`src/rtl/timer_contagem.sv`:
```
// Oven timer countdown stage: 4-digit BCD MM:SS, keyed digit entry while stopped, 1 Hz countdown while enabled.
// Optional macro TIMER_NORM_EN folds seconds-tens 6..9 into minutes when a run starts.
module timer_contagem #(
  parameter int SYNC_STAGES = 2
) (
  input  logic       clk100,
  input  logic       clearn,
  input  logic [3:0] D,
  input  logic       loadn,
  input  logic       pgt_1Hz,
  input  logic       enablen,
  output logic [3:0] sec_ones,
  output logic [3:0] sec_tens,
  output logic [3:0] min_ones,
  output logic [3:0] min_tens,
  output logic       zero,
  output logic       done,
  output logic [1:0] state_o
);

  typedef enum logic [1:0] {IDLE = 2'd0, SET = 2'd1, RUN = 2'd2, DONE = 2'd3} state_t;

  state_t state_q, state_d;
  logic [SYNC_STAGES-1:0] load_sync_q, tick_sync_q;
  logic load_prev_q, tick_prev_q;
  logic [3:0] so_q, st_q, mo_q, mt_q;
  logic [3:0] so_d, st_d, mo_d, mt_d;
  logic [3:0] dec_so, dec_st, dec_mo, dec_mt;
  logic load_ev, tick_ev, key_ok, shift_nz, dec_zero;

  always_ff @(posedge clk100 or negedge clearn) begin
    if (!clearn) begin
      load_sync_q <= '1;
      tick_sync_q <= '0;
      load_prev_q <= 1'b1;
      tick_prev_q <= 1'b0;
    end else begin
      load_sync_q <= {load_sync_q[SYNC_STAGES-2:0], loadn};
      tick_sync_q <= {tick_sync_q[SYNC_STAGES-2:0], pgt_1Hz};
      load_prev_q <= load_sync_q[SYNC_STAGES-1];
      tick_prev_q <= tick_sync_q[SYNC_STAGES-1];
    end
  end

  assign load_ev  = load_prev_q & ~load_sync_q[SYNC_STAGES-1];
  assign tick_ev  = ~tick_prev_q & tick_sync_q[SYNC_STAGES-1];
  assign key_ok   = load_ev && (D <= 4'd9);
  // The outgoing min_tens is dropped, so only the surviving digits decide zero-ness.
  assign shift_nz = |{mo_q, st_q, so_q, D};

  // MM:SS decrement with BCD borrow; only used while the count is nonzero.
  always_comb begin
    dec_so = so_q;
    dec_st = st_q;
    dec_mo = mo_q;
    dec_mt = mt_q;
    if (so_q != 4'd0) begin
      dec_so = so_q - 4'd1;
    end else if (st_q != 4'd0) begin
      dec_st = st_q - 4'd1;
      dec_so = 4'd9;
    end else begin
      dec_so = 4'd9;
      dec_st = 4'd5;
      if (mo_q != 4'd0) begin
        dec_mo = mo_q - 4'd1;
      end else begin
        dec_mo = 4'd9;
        dec_mt = mt_q - 4'd1;
      end
    end
  end

  assign dec_zero = ~|{dec_mt, dec_mo, dec_st, dec_so};

  always_comb begin
    state_d = state_q;
    so_d    = so_q;
    st_d    = st_q;
    mo_d    = mo_q;
    mt_d    = mt_q;
    case (state_q)
      IDLE: begin
        if (key_ok) begin
          mt_d = mo_q;
          mo_d = st_q;
          st_d = so_q;
          so_d = D;
          if (shift_nz) state_d = SET;
        end
      end
      SET: begin
        if (!enablen) begin
          state_d = RUN;
`ifdef TIMER_NORM_EN
          if ((st_q >= 4'd6) && !((mt_q == 4'd9) && (mo_q == 4'd9))) begin
            st_d = st_q - 4'd6;
            if (mo_q == 4'd9) begin
              mo_d = 4'd0;
              mt_d = mt_q + 4'd1;
            end else begin
              mo_d = mo_q + 4'd1;
            end
          end
`endif
        end else if (key_ok) begin
          mt_d = mo_q;
          mo_d = st_q;
          st_d = so_q;
          so_d = D;
          if (!shift_nz) state_d = IDLE;
        end
      end
      RUN: begin
        if (tick_ev) begin
          so_d = dec_so;
          st_d = dec_st;
          mo_d = dec_mo;
          mt_d = dec_mt;
          if (dec_zero)     state_d = DONE;
          else if (enablen) state_d = SET;
        end else if (enablen) begin
          state_d = SET;
        end
      end
      DONE: begin
        if (enablen) state_d = IDLE;
      end
      default: state_d = IDLE;
    endcase
  end

  always_ff @(posedge clk100 or negedge clearn) begin
    if (!clearn) begin
      state_q <= IDLE;
      so_q    <= 4'd0;
      st_q    <= 4'd0;
      mo_q    <= 4'd0;
      mt_q    <= 4'd0;
    end else begin
      state_q <= state_d;
      so_q    <= so_d;
      st_q    <= st_d;
      mo_q    <= mo_d;
      mt_q    <= mt_d;
    end
  end

  assign sec_ones = so_q;
  assign sec_tens = st_q;
  assign min_ones = mo_q;
  assign min_tens = mt_q;
  assign zero     = ~|{mt_q, mo_q, st_q, so_q};
  assign done     = (state_q == DONE);
  assign state_o  = state_q;

endmodule

```
`config.mk`:
```
export PLATFORM = sky130hd
export DESIGN_NAME = timer_contagem
export DESIGN_NICKNAME = d
export VERILOG_FILES = /design/src/rtl/timer_contagem.sv
export SDC_FILE = /design/constraint.sdc
export NUM_CORES = 1
export LEC_CHECK = 0
export BUFFER_PORTS_ARGS = -buffer_cell sky130_fd_sc_hd__buf_2
export CAP_MARGIN = 20
export CORE_MARGIN = 2
export CORE_UTILIZATION = 40
export CTS_CLUSTER_DIAMETER = 120
export CTS_CLUSTER_SIZE = 12
export DETAILED_ROUTE_END_ITERATION = 16
export PLACE_DENSITY = 0.74
export SLEW_MARGIN = 15
export SYNTH_ARGS = -nofsm -noshare
export SYNTH_HDL_FRONTEND = slang
export SYNTH_SLANG_ARGS = --single-unit
```
`constraint.sdc`:
```
create_clock -name clk100 -period 1.6 [get_ports clk100]
set_clock_uncertainty 0.1 [all_clocks]
set_input_delay 0.08 -clock clk100 [delete_from_list [all_inputs] [get_ports clk100]]
set_output_delay 0.08 -clock clk100 [all_outputs]
set_load 0.05 [all_outputs]
```
==> results.toml, run 1 <==
[outcome]
run_status = "finished, violations left"
failed_checks = "setup timing"

[power_and_ir_drop]
combinationalPowerShare_pct = 70.8
finalPower_mw = 4.80
leakage_nw = 1.03
seq_power_share_pct = 22.1
power_density_mw_per_mm2 = 2100
p_sw_mw = 2.43
power.internal_mw = 2.37
swShare_pct = 50.6
irDropWorstVdd_uv = 1530
power.share.clock_pct = 7.1

[synthesis]
synth.cell_area_mm2 = 0.00141
synth-edff-count = 0
async_reset_ff_share_pct = 100
yosysSeqAreaShare_pct = 42.8
ys_warn_count = 0
synth_area_leaders = "dfrtp_1 (37%), o21ai_0 (6.4%), dfstp_2 (5.6%)"
synth_top_area_share_pct = 37.2
synth_seq_cells = 24
synthTopCellsByCount = "dfrtp_1 (21), o21ai_0 (18), nor2_1 (15)"
synth_cell_types = 44
avgSynthCellArea_um2 = 9.11
synth.most_common_cell = "dfrtp_1"
yosys.area.top_type = "dfrtp_1"
ys.flop_type = "dfrtp_1"
syn_inst = 155
syn_nets = 166

[die]
die_w_um = 63.4
die_h_um = 63.4
initial_core_util_pct = 42.0
coreArea_mm2 = 0.00336
placementRows = 21
design.die.area_mm2 = 0.00402
ios = 29

[critical_path]
worstSetupEndpointType = "register"
path_common_cell = "o21ai_1"
required_ns = 1.73
cp-start-kind = "register"
crit_type = "register to register"
crit_arrival_ns = 2.05
cp_num_buf_inv = 1
cpLargestDelayFamily = "compound AO/OA/AOI/OAI gates"
cp_cell_sequence = "nor4_4, buf_4, nand4b_1, o31a_1, o21ai_1, o21ai_1"
critical-path-slowest-cell = "dfrtp_2"
max_stage_delay_ns = 0.44
crit_fanout = 5

[finish]
fillCellCount = 277
seqCellArea_um2 = 617
nets = 252
final_area_mm2 = 0.00229
syn_to_final_growth_pct = 62.3
drive_gt1_share_pct = 58.3
antenna_cells = 0
multiInputGateArea_um2 = 878

[placed_design]
numPortBuffers = 28
hpwl_um = 2810
gp_congestion = 0.844
dpl-instance-area_mm2 = 0.00193

[drt]
drt-vias-per-instance = 5.69
drt-initial-drc-count = 138
route.met3.wl_um = 271
wl_met1_um = 1880
wire_per_inst_um = 16.5
wl_met2_um = 2430
vias = 1627
post-route-drc-count = 0
finalWirelength_um = 4720
ant_nets = 0
firstDrtPassIters = 4
routed.top_layer = "met4"

[grt]
grt-ovfl-total = 0
grtUsageTotal_pct = 23.2
grt_pass1_vias = 1588
grt_pass1_wl_um = 7360
antenna_found_initial = 0
grt_max_degree = 25

[clock_network]
cts_buffers = 3
cts_tree = "done"
path_clk_slew_ns = 0.15
cts_buffer_depth = 2
htree_levels = 1
cts_root_buf = "clkbuf_4"
cts_sinks = 24
insertion_delay_ns = 0.33

[sta]
setup_tns_ns = -3.09
finalMaxSlewViolations = 0
min_period_ns = 1.91
layout_setup_ws_ns = -0.314
rsz0062_at_grt = "yes"
min_period_over_period_pct = 120
worst_slew_pin_slew_ns = 0.560
slew_headroom_pct = 62.6
hold_viol_final = 0
setup_viol = 19
max_freq_mhz = 523

[flow_run]
drv_cap = 0

[hold_path]
hp-class = "input pin to register"
==> sequential cells by signal (all words and copies together), names as in the netlist <==
register / flops
load_prev_q: 1
load_sync_q: 2
min_ones: 4
min_tens: 4
sec_ones: 4
sec_tens: 4
state_o: 2
tick_prev_q: 1
tick_sync_q: 2
==> placed cells by master (no fill, tap or decap), types with 5 or more instances in the layout <==
master and count:
a21oi_1 10, buf_2 27, buf_4 47, buf_6 8
dfrtp_1 11, dfrtp_2 10, dlygate4sd3_1 7, inv_1 5
nand2_1 6, nor2_1 14, nor3_1 5, o21ai_1 10
o21ai_2 10
==> layer usage <==
layer  vias to the layer above  GRT usage, %
met1                       784          29.0
met5                         -             0
met3                        20          2.50
met4                         0          7.07
met2                        77          41.7
li1                        746             -
==> area by class of cell <==
class                      instances  share of cell area, %
sequential                        24                   26.9
tap                               46                   2.51
multi-input combinational        116                   38.3
inverter                           5                  0.819
clock buffer                       4                   1.58
timing repair buffer              91                   29.8
==> power by group through the flow <==
stage | Clock (mW) | Sequential (mW) | Combinational, mW
2_1_floorplan | 0 | 1.80 | 1.00
3_3_place_gp | 0 | 1.04 | 2.80
3_5_place_dp | 0 | 1.05 | 2.84
4_1_cts | 0.337 | 1.05 | 3.17
5_1_grt | 0.369 | 1.08 | 3.60
6_report | 0.340 | 1.06 | 3.40
==> worst paths after layout <==
path,from,endpoint,slack [ns],cells after the start
hold reg to reg,load_sync_q[0],load_sync_q[1],0.27,0
min in group asynchronous,clearn,sec_tens[2],0.15,2
setup / recovery,sec_ones[2],min_ones[3],-0.31,6
hold / removal,D[2],sec_ones[2],0.008,3
max in group asynchronous,clearn,state_o[1],0.83,2
setup reg to reg,sec_ones[2],min_ones[3],-0.31,6
==> cell families (layout without fill, tap and decap cells) <==
logic type / count (synthesis) / after routing / synth area share (%)
xor+xnor: 3 / 3 / 1.86
mux: 1 / 1 / 0.709
buf+inv: 15 / 100 / 5.67
compound gates: 55 / 55 / 23.8
flops: 24 / 24 / 42.8
simple gates: 55 / 55 / 23.4
fa+ha+maj: 2 / 2 / 1.77
==> worst register-to-register path, delay by kind of cell, from the launching register on <==
family	cells	cell delay, ns
buffers and inverters	1	0.17
AO/OA/AOI/OAI	3	0.58
flip-flops	1	0.44
AND/OR/NAND/NOR	2	0.56
==> through the flow <==
stage | setup slack (ns) | hold slack [ns] | util (%) | cells
3_3_place_gp | -0.170 | 0.00209 | 57.4 | 265
3_5_place_dp | -0.210 | -0.000967 | 57.4 | 265
6_report | -0.314 | 0.00805 | 68.1 | 286
2_1_floorplan | -0.240 | -0.316 | - | 155
4_1_cts | -0.243 | 0.00873 | 65.9 | 283
5_1_grt | -0.366 | 0.0472 | 68.1 | 286
==> timing repair <==
action / CTS / global route
endpoints found under the setup margin: 19 / 19
buffers inserted: 8 / 3
gates resized for setup: 39 / 15
endpoints found under the hold margin: 27 / 0
hold buffers: 7 / 0
pin swaps: 16 / 7
Power figures use the tool's default switching activity.
==> run 2: changes to the inputs <==
- BUFFER_PORTS_ARGS: -buffer_cell sky130_fd_sc_hd__buf_2 -> -buffer_cell sky130_fd_sc_hd__buf_4
- REMOVE_ABC_BUFFERS: unset -> 1
==> run 2 against run 1 <==
Wire length is 2.3% higher. Global-route usage shrank 1.6 points. Register-to-register slack hardly changed. Critical endpoint is now min_ones[1]. The run still ends with setup timing left. Non-clock buffer count unchanged. Via count shrank 0.80%. Critical path depth increased by 1. Utilization increased by 1.2 points.
==> results.toml, run 2 (synthesis results as in run 1) <==
[outcome]
run_status = "finished, violations left"
failed_checks = "setup timing"

[die]
coreArea_mm2 = 0.00336
initial_core_util_pct = 42.0
die_w_um = 63.4
placementRows = 21
ios = 29
die_h_um = 63.4
design.die.area_mm2 = 0.00402

[critical_path]
cp_cell_sequence = "nor4_4, buf_4, nand4b_1, buf_4, nand2_1, nand2_1, a22o_1"
max_stage_delay_ns = 0.44
crit_type = "register to register"
worstSetupEndpointType = "register"
required_ns = 1.72
ff2ff_path_depth = 7
critical-path-slowest-cell = "dfrtp_1"
reg2reg_to = "min_ones[1]"
cpLargestDelayFamily = "simple AND/OR/NAND/NOR gates"
r2r_start = "sec_tens[1]"
crit_arrival_ns = 2.04
cp_num_buf_inv = 2
reg2reg_slack_ns = -0.32
cp-start-kind = "register"
crit_fanout = 4

[power_and_ir_drop]
irDropWorstVdd_uv = 1190
p_sw_mw = 2.44
power.internal_mw = 2.37
swShare_pct = 50.7
finalPower_mw = 4.82
leakage_nw = 1.06
seq_power_share_pct = 21.8
combinationalPowerShare_pct = 72.2
power_density_mw_per_mm2 = 2070
power.share.clock_pct = 6.0

[grt]
grt_pass1_vias = 1491
grtUsageTotal_pct = 21.6
grt_pass1_wl_um = 6890
antenna_found_initial = 0
grt-ovfl-total = 0
grt_max_degree = 25

[drt]
vias = 1614
drt-vias-per-instance = 5.64
post-route-drc-count = 0
finalWirelength_um = 4830
wire_per_inst_um = 16.9
drt-initial-drc-count = 57
firstDrtPassIters = 4
ant_nets = 0

[clock_network]
htree_levels = 1
cts_tree = "done"
cts_sinks = 24
cts_buffers = 3
insertion_delay_ns = 0.32
path_clk_slew_ns = 0.14
cts_root_buf = "clkbuf_4"
cts_buffer_depth = 2

[hold_path]
holdPathEnd = "sec_ones[2]"
hp-class = "input pin to register"
hp-start = "D[2]"
whs_path_depth = 3

[sta]
min_period_ns = 1.92
slew_headroom_pct = 58.7
min_period_over_period_pct = 120
rsz0062_at_grt = "yes"
setup_viol = 19
hold_viol_final = 0
holdWs_ns = 0.00894
worst_slew_pin_slew_ns = 0.614
layout_setup_ws_ns = -0.318
max_freq_mhz = 521
finalMaxSlewViolations = 0

[finish]
instances_no_fill = 286
drive_gt1_share_pct = 52.5
final_area_mm2 = 0.00233
layout_commonest_cell = "buf_4"
antenna_cells = 0
layout_common_cells = "buf_4 (77), dfrtp_1 (21), o21ai_1 (14), nor2_1 (13), a21oi_1 (11)"
syn_to_final_growth_pct = 65.2
fillCellCount = 286
nets = 252

[placed_design]
dpl-instance-area_mm2 = 0.00191
placedCellCount = 258
gp_congestion = 0.878
hpwl_um = 2820
numPortBuffers = 28
place_worst_setup_slack_ns = -0.178

[flow_run]
drv_cap = 0
-- run 2: how the worst max path moves through the flow --
stage                            from     endpoint  slack (ns)  depth (start not counted)
after detailed placement  sec_tens[1]  min_ones[3]       -0.18                          5
after CTS                 sec_tens[3]         zero       -0.25                          4
after global routing      min_ones[0]         zero       -0.36                          4
final                     sec_tens[1]  min_ones[1]       -0.32                          7
after floorplan            state_o[1]  sec_tens[0]       -0.64                          4
after global placement    sec_ones[3]   state_o[1]       -0.12                          5
-- run 2: power by group through the flow --
stage,Clock [mW],Combinational (mW),Sequential (mW)
CTS,0.297,3.16,1.01
floorplan,0,0.839,1.82
global placement,0,2.80,1.01
finish,0.291,3.48,1.05
global route,0.325,3.66,1.07
detailed placement,0,2.86,1.02
-- run 2: layer usage --
metal / GRT usage [%] / vias up / share of wire (%)
li1: - / 737 / -
met1: 27.8 / 787 / 42
met2: 37.4 / 76 / 51
met3: 2.68 / 14 / 5.3
met4: 7.07 / 0 / 2.2
met5: 0 / - / 0
-- run 2: what timing repair did --
| item | CTS | global route |
|---|---|---|
| hold buffers | 7 | 0 |
| resized for setup | 33 | 26 |
| buffers inserted | 12 | 6 |
| cloned | 1 | 0 |
| pin swaps | 20 | 9 |
| endpoints found under the hold margin | 30 | 0 |
| endpoints found under the setup margin | 19 | 19 |
-- run 2: area by class of cell --
type	count	area, um2	area share, %
inverters	5	18.8	0.805
multi-input cells	116	890	38.2
well taps	46	57.6	2.47
clock buffers	4	26.3	1.13
repair buffers	91	734	31.5
flip-flops and latches	24	604	25.9
-- run 2: through the flow --
stage / util (%) / setup TNS, ns
after floorplan: - / -8.91
after global placement: 56.8 / -1.34
after detailed placement: 56.8 / -2.24
after CTS: 64.4 / -2.53
after global routing: 69.3 / -5.11
final: 69.3 / -3.62
-- run 2: worst register-to-register path: stages (launching register included) --
cell and delay (ns):
dfrtp_1 0.44, nor4_4 0.31, buf_4 0.16, nand4b_1 0.20, buf_4 0.22, nand2_1 0.07
nand2_1 0.08, a22o_1 0.23
==> run 3: changes to the inputs <==
- CELL_PAD_IN_SITES_DETAIL_PLACEMENT: unset -> 2
- CELL_PAD_IN_SITES_GLOBAL_PLACEMENT: unset -> 2
- CORE_MARGIN: 2 -> unset
- CORE_UTILIZATION: 40 -> 29
- PLACE_DENSITY: 0.74 -> 0.84
==> run 3 against run 2 <==
The run still ends with setup timing left. Count of clock-buffer cells in the layout unchanged. Critical path depth shrank 1. Maximum frequency shrank 5.0%. Design area is 7.2% higher. Register-to-register slack lost 0.10 ns.
==> results.toml, run 3 (synthesis results as in run 1) <==
[drt]
finalWirelength_um = 7750
ant_nets = 0
post-route-drc-count = 0
drt-initial-drc-count = 68
vias = 1677
drt-vias-per-instance = 5.70
wire_per_inst_um = 26.4
firstDrtPassIters = 4

[grt]
antenna_found_initial = 0
grt_pass1_vias = 1887
grt_max_degree = 25
grtUsageTotal_pct = 27.9
grt-ovfl-total = 0
grt_pass1_wl_um = 10500

[sta]
layout_setup_ws_ns = -0.420
min_period_ns = 2.02
max_freq_mhz = 495
min_period_over_period_pct = 126
holdWs_ns = 0.0181
rsz0062_at_grt = "yes"
finalMaxSlewViolations = 0
setup_viol = 19
hold_viol_final = 0
worst_slew_pin_slew_ns = 0.867
slew_headroom_pct = 41.7

[finish]
layout_commonest_cell = "buf_4"
fillCellCount = 476
final_area_mm2 = 0.00250
drive_gt1_share_pct = 61.3
antenna_cells = 0
layout_common_cells = "buf_4 (77), dfrtp_1 (19), nor2_1 (13), a21oi_1 (9)"
syn_to_final_growth_pct = 77.0
nets = 252

[clock_network]
insertion_delay_ns = 0.29
cts_buffer_depth = 2
cts_sinks = 24
cts_root_buf = "clkbuf_8"
path_clk_slew_ns = 0.09
cts_buffers = 3
cts_tree = "done"
htree_levels = 1

[die]
initial_core_util_pct = 30.1
die_w_um = 71.8
ios = 29
coreArea_mm2 = 0.00469
design.die.area_mm2 = 0.00515
die_h_um = 71.8
placementRows = 25

[critical_path]
crit_fanout = 5
max_stage_delay_ns = 0.43
cp_num_buf_inv = 1
cpLargestDelayFamily = "simple AND/OR/NAND/NOR gates"
critical-path-slowest-cell = "dfrtp_1"
crit_type = "register to register"
cp_cell_sequence = "nor4_4, buf_4, nand4b_1, nor4_1, a21oi_1, o21ai_1"
cp-start-kind = "register"
worstSetupEndpointType = "register"
crit_arrival_ns = 2.12
required_ns = 1.70

[outcome]
run_status = "finished, violations left"
failed_checks = "setup timing"

[flow_run]
drv_cap = 0

[power_and_ir_drop]
power_density_mw_per_mm2 = 2240
irDropWorstVdd_uv = 1030
leakage_nw = 1.10
finalPower_mw = 5.60

[placed_design]
hpwl_um = 4180
dpl-instance-area_mm2 = 0.00195
numPortBuffers = 28
gp_congestion = 0.797

[hold_path]
hp-class = "input pin to register"
[run 3: timing repair]
item | CTS | global route
setup buffers | 14 | 4
pin swaps | 23 | 12
hold endpoints to repair | 27 | 0
resized for setup | 62 | 29
hold buffers | 4 | 0
gates cloned | 2 | 0
setup endpoints to repair | 19 | 19
[run 3: stage by stage]
stage / TNS, ns / cells / setup slack [ns] / utilization, %
after floorplan: -8.91 / 145 / -0.636 / -
after global placement: -1.63 / 270 / -0.138 / 41.6
after detailed placement: -3.31 / 270 / -0.246 / 41.6
after CTS: -2.28 / 292 / -0.282 / 49.9
after global routing: -5.99 / 294 / -0.470 / 53.3
final: -4.56 / 294 / -0.420 / 53.3
[run 3: power breakdown]
| part | internal (mW) | leakage [nW] | total (mW) | switching (mW) |
|---|---|---|---|---|
| clock network | 0.180 | 0.0228 | 0.417 | 0.237 |
| logic | 1.63 | 0.784 | 4.09 | 2.45 |
| registers | 0.820 | 0.292 | 1.09 | 0.274 |
[run 3: final timing paths]
check | cells past startpoint | start | slack, ns | to
worst max-delay path | 6 | sec_tens[1] | -0.42 | min_ones[2]
worst min-delay path | 3 | D[2] | 0.02 | sec_ones[2]
worst max register to register | 6 | sec_tens[1] | -0.42 | min_ones[2]
worst min register to register | 0 | load_sync_q[0] | 0.27 | load_sync_q[1]
max in group asynchronous | 2 | clearn | 0.97 | load_prev_q
min in group asynchronous | 2 | clearn | 0.13 | sec_ones[1]
[run 3: area by class of cell]
class / count / area [um2] / area share, %
Multi-Input combinational cell: 116 / 1020 / 40.9
Timing Repair Buffer: 91 / 738 / 29.5
Clock buffer: 4 / 45.0 / 1.80
Inverter: 5 / 18.8 / 0.751
Sequential cell: 24 / 607 / 24.3
Tap cell: 54 / 67.6 / 2.70
[run 3: per-layer routing]
layer | track usage [%] | part of all wire [%]
met4 | 12.6 | 4.2
met3 | 2.95 | 3.2
met5 | 0 | 0
met1 | 32.7 | 39
met2 | 51.0 | 54
[run 3: tightest hold or removal path: stages]
cell     delay, ns
buf_4         0.09
a22oi_1       0.09
o21ai_2       0.11
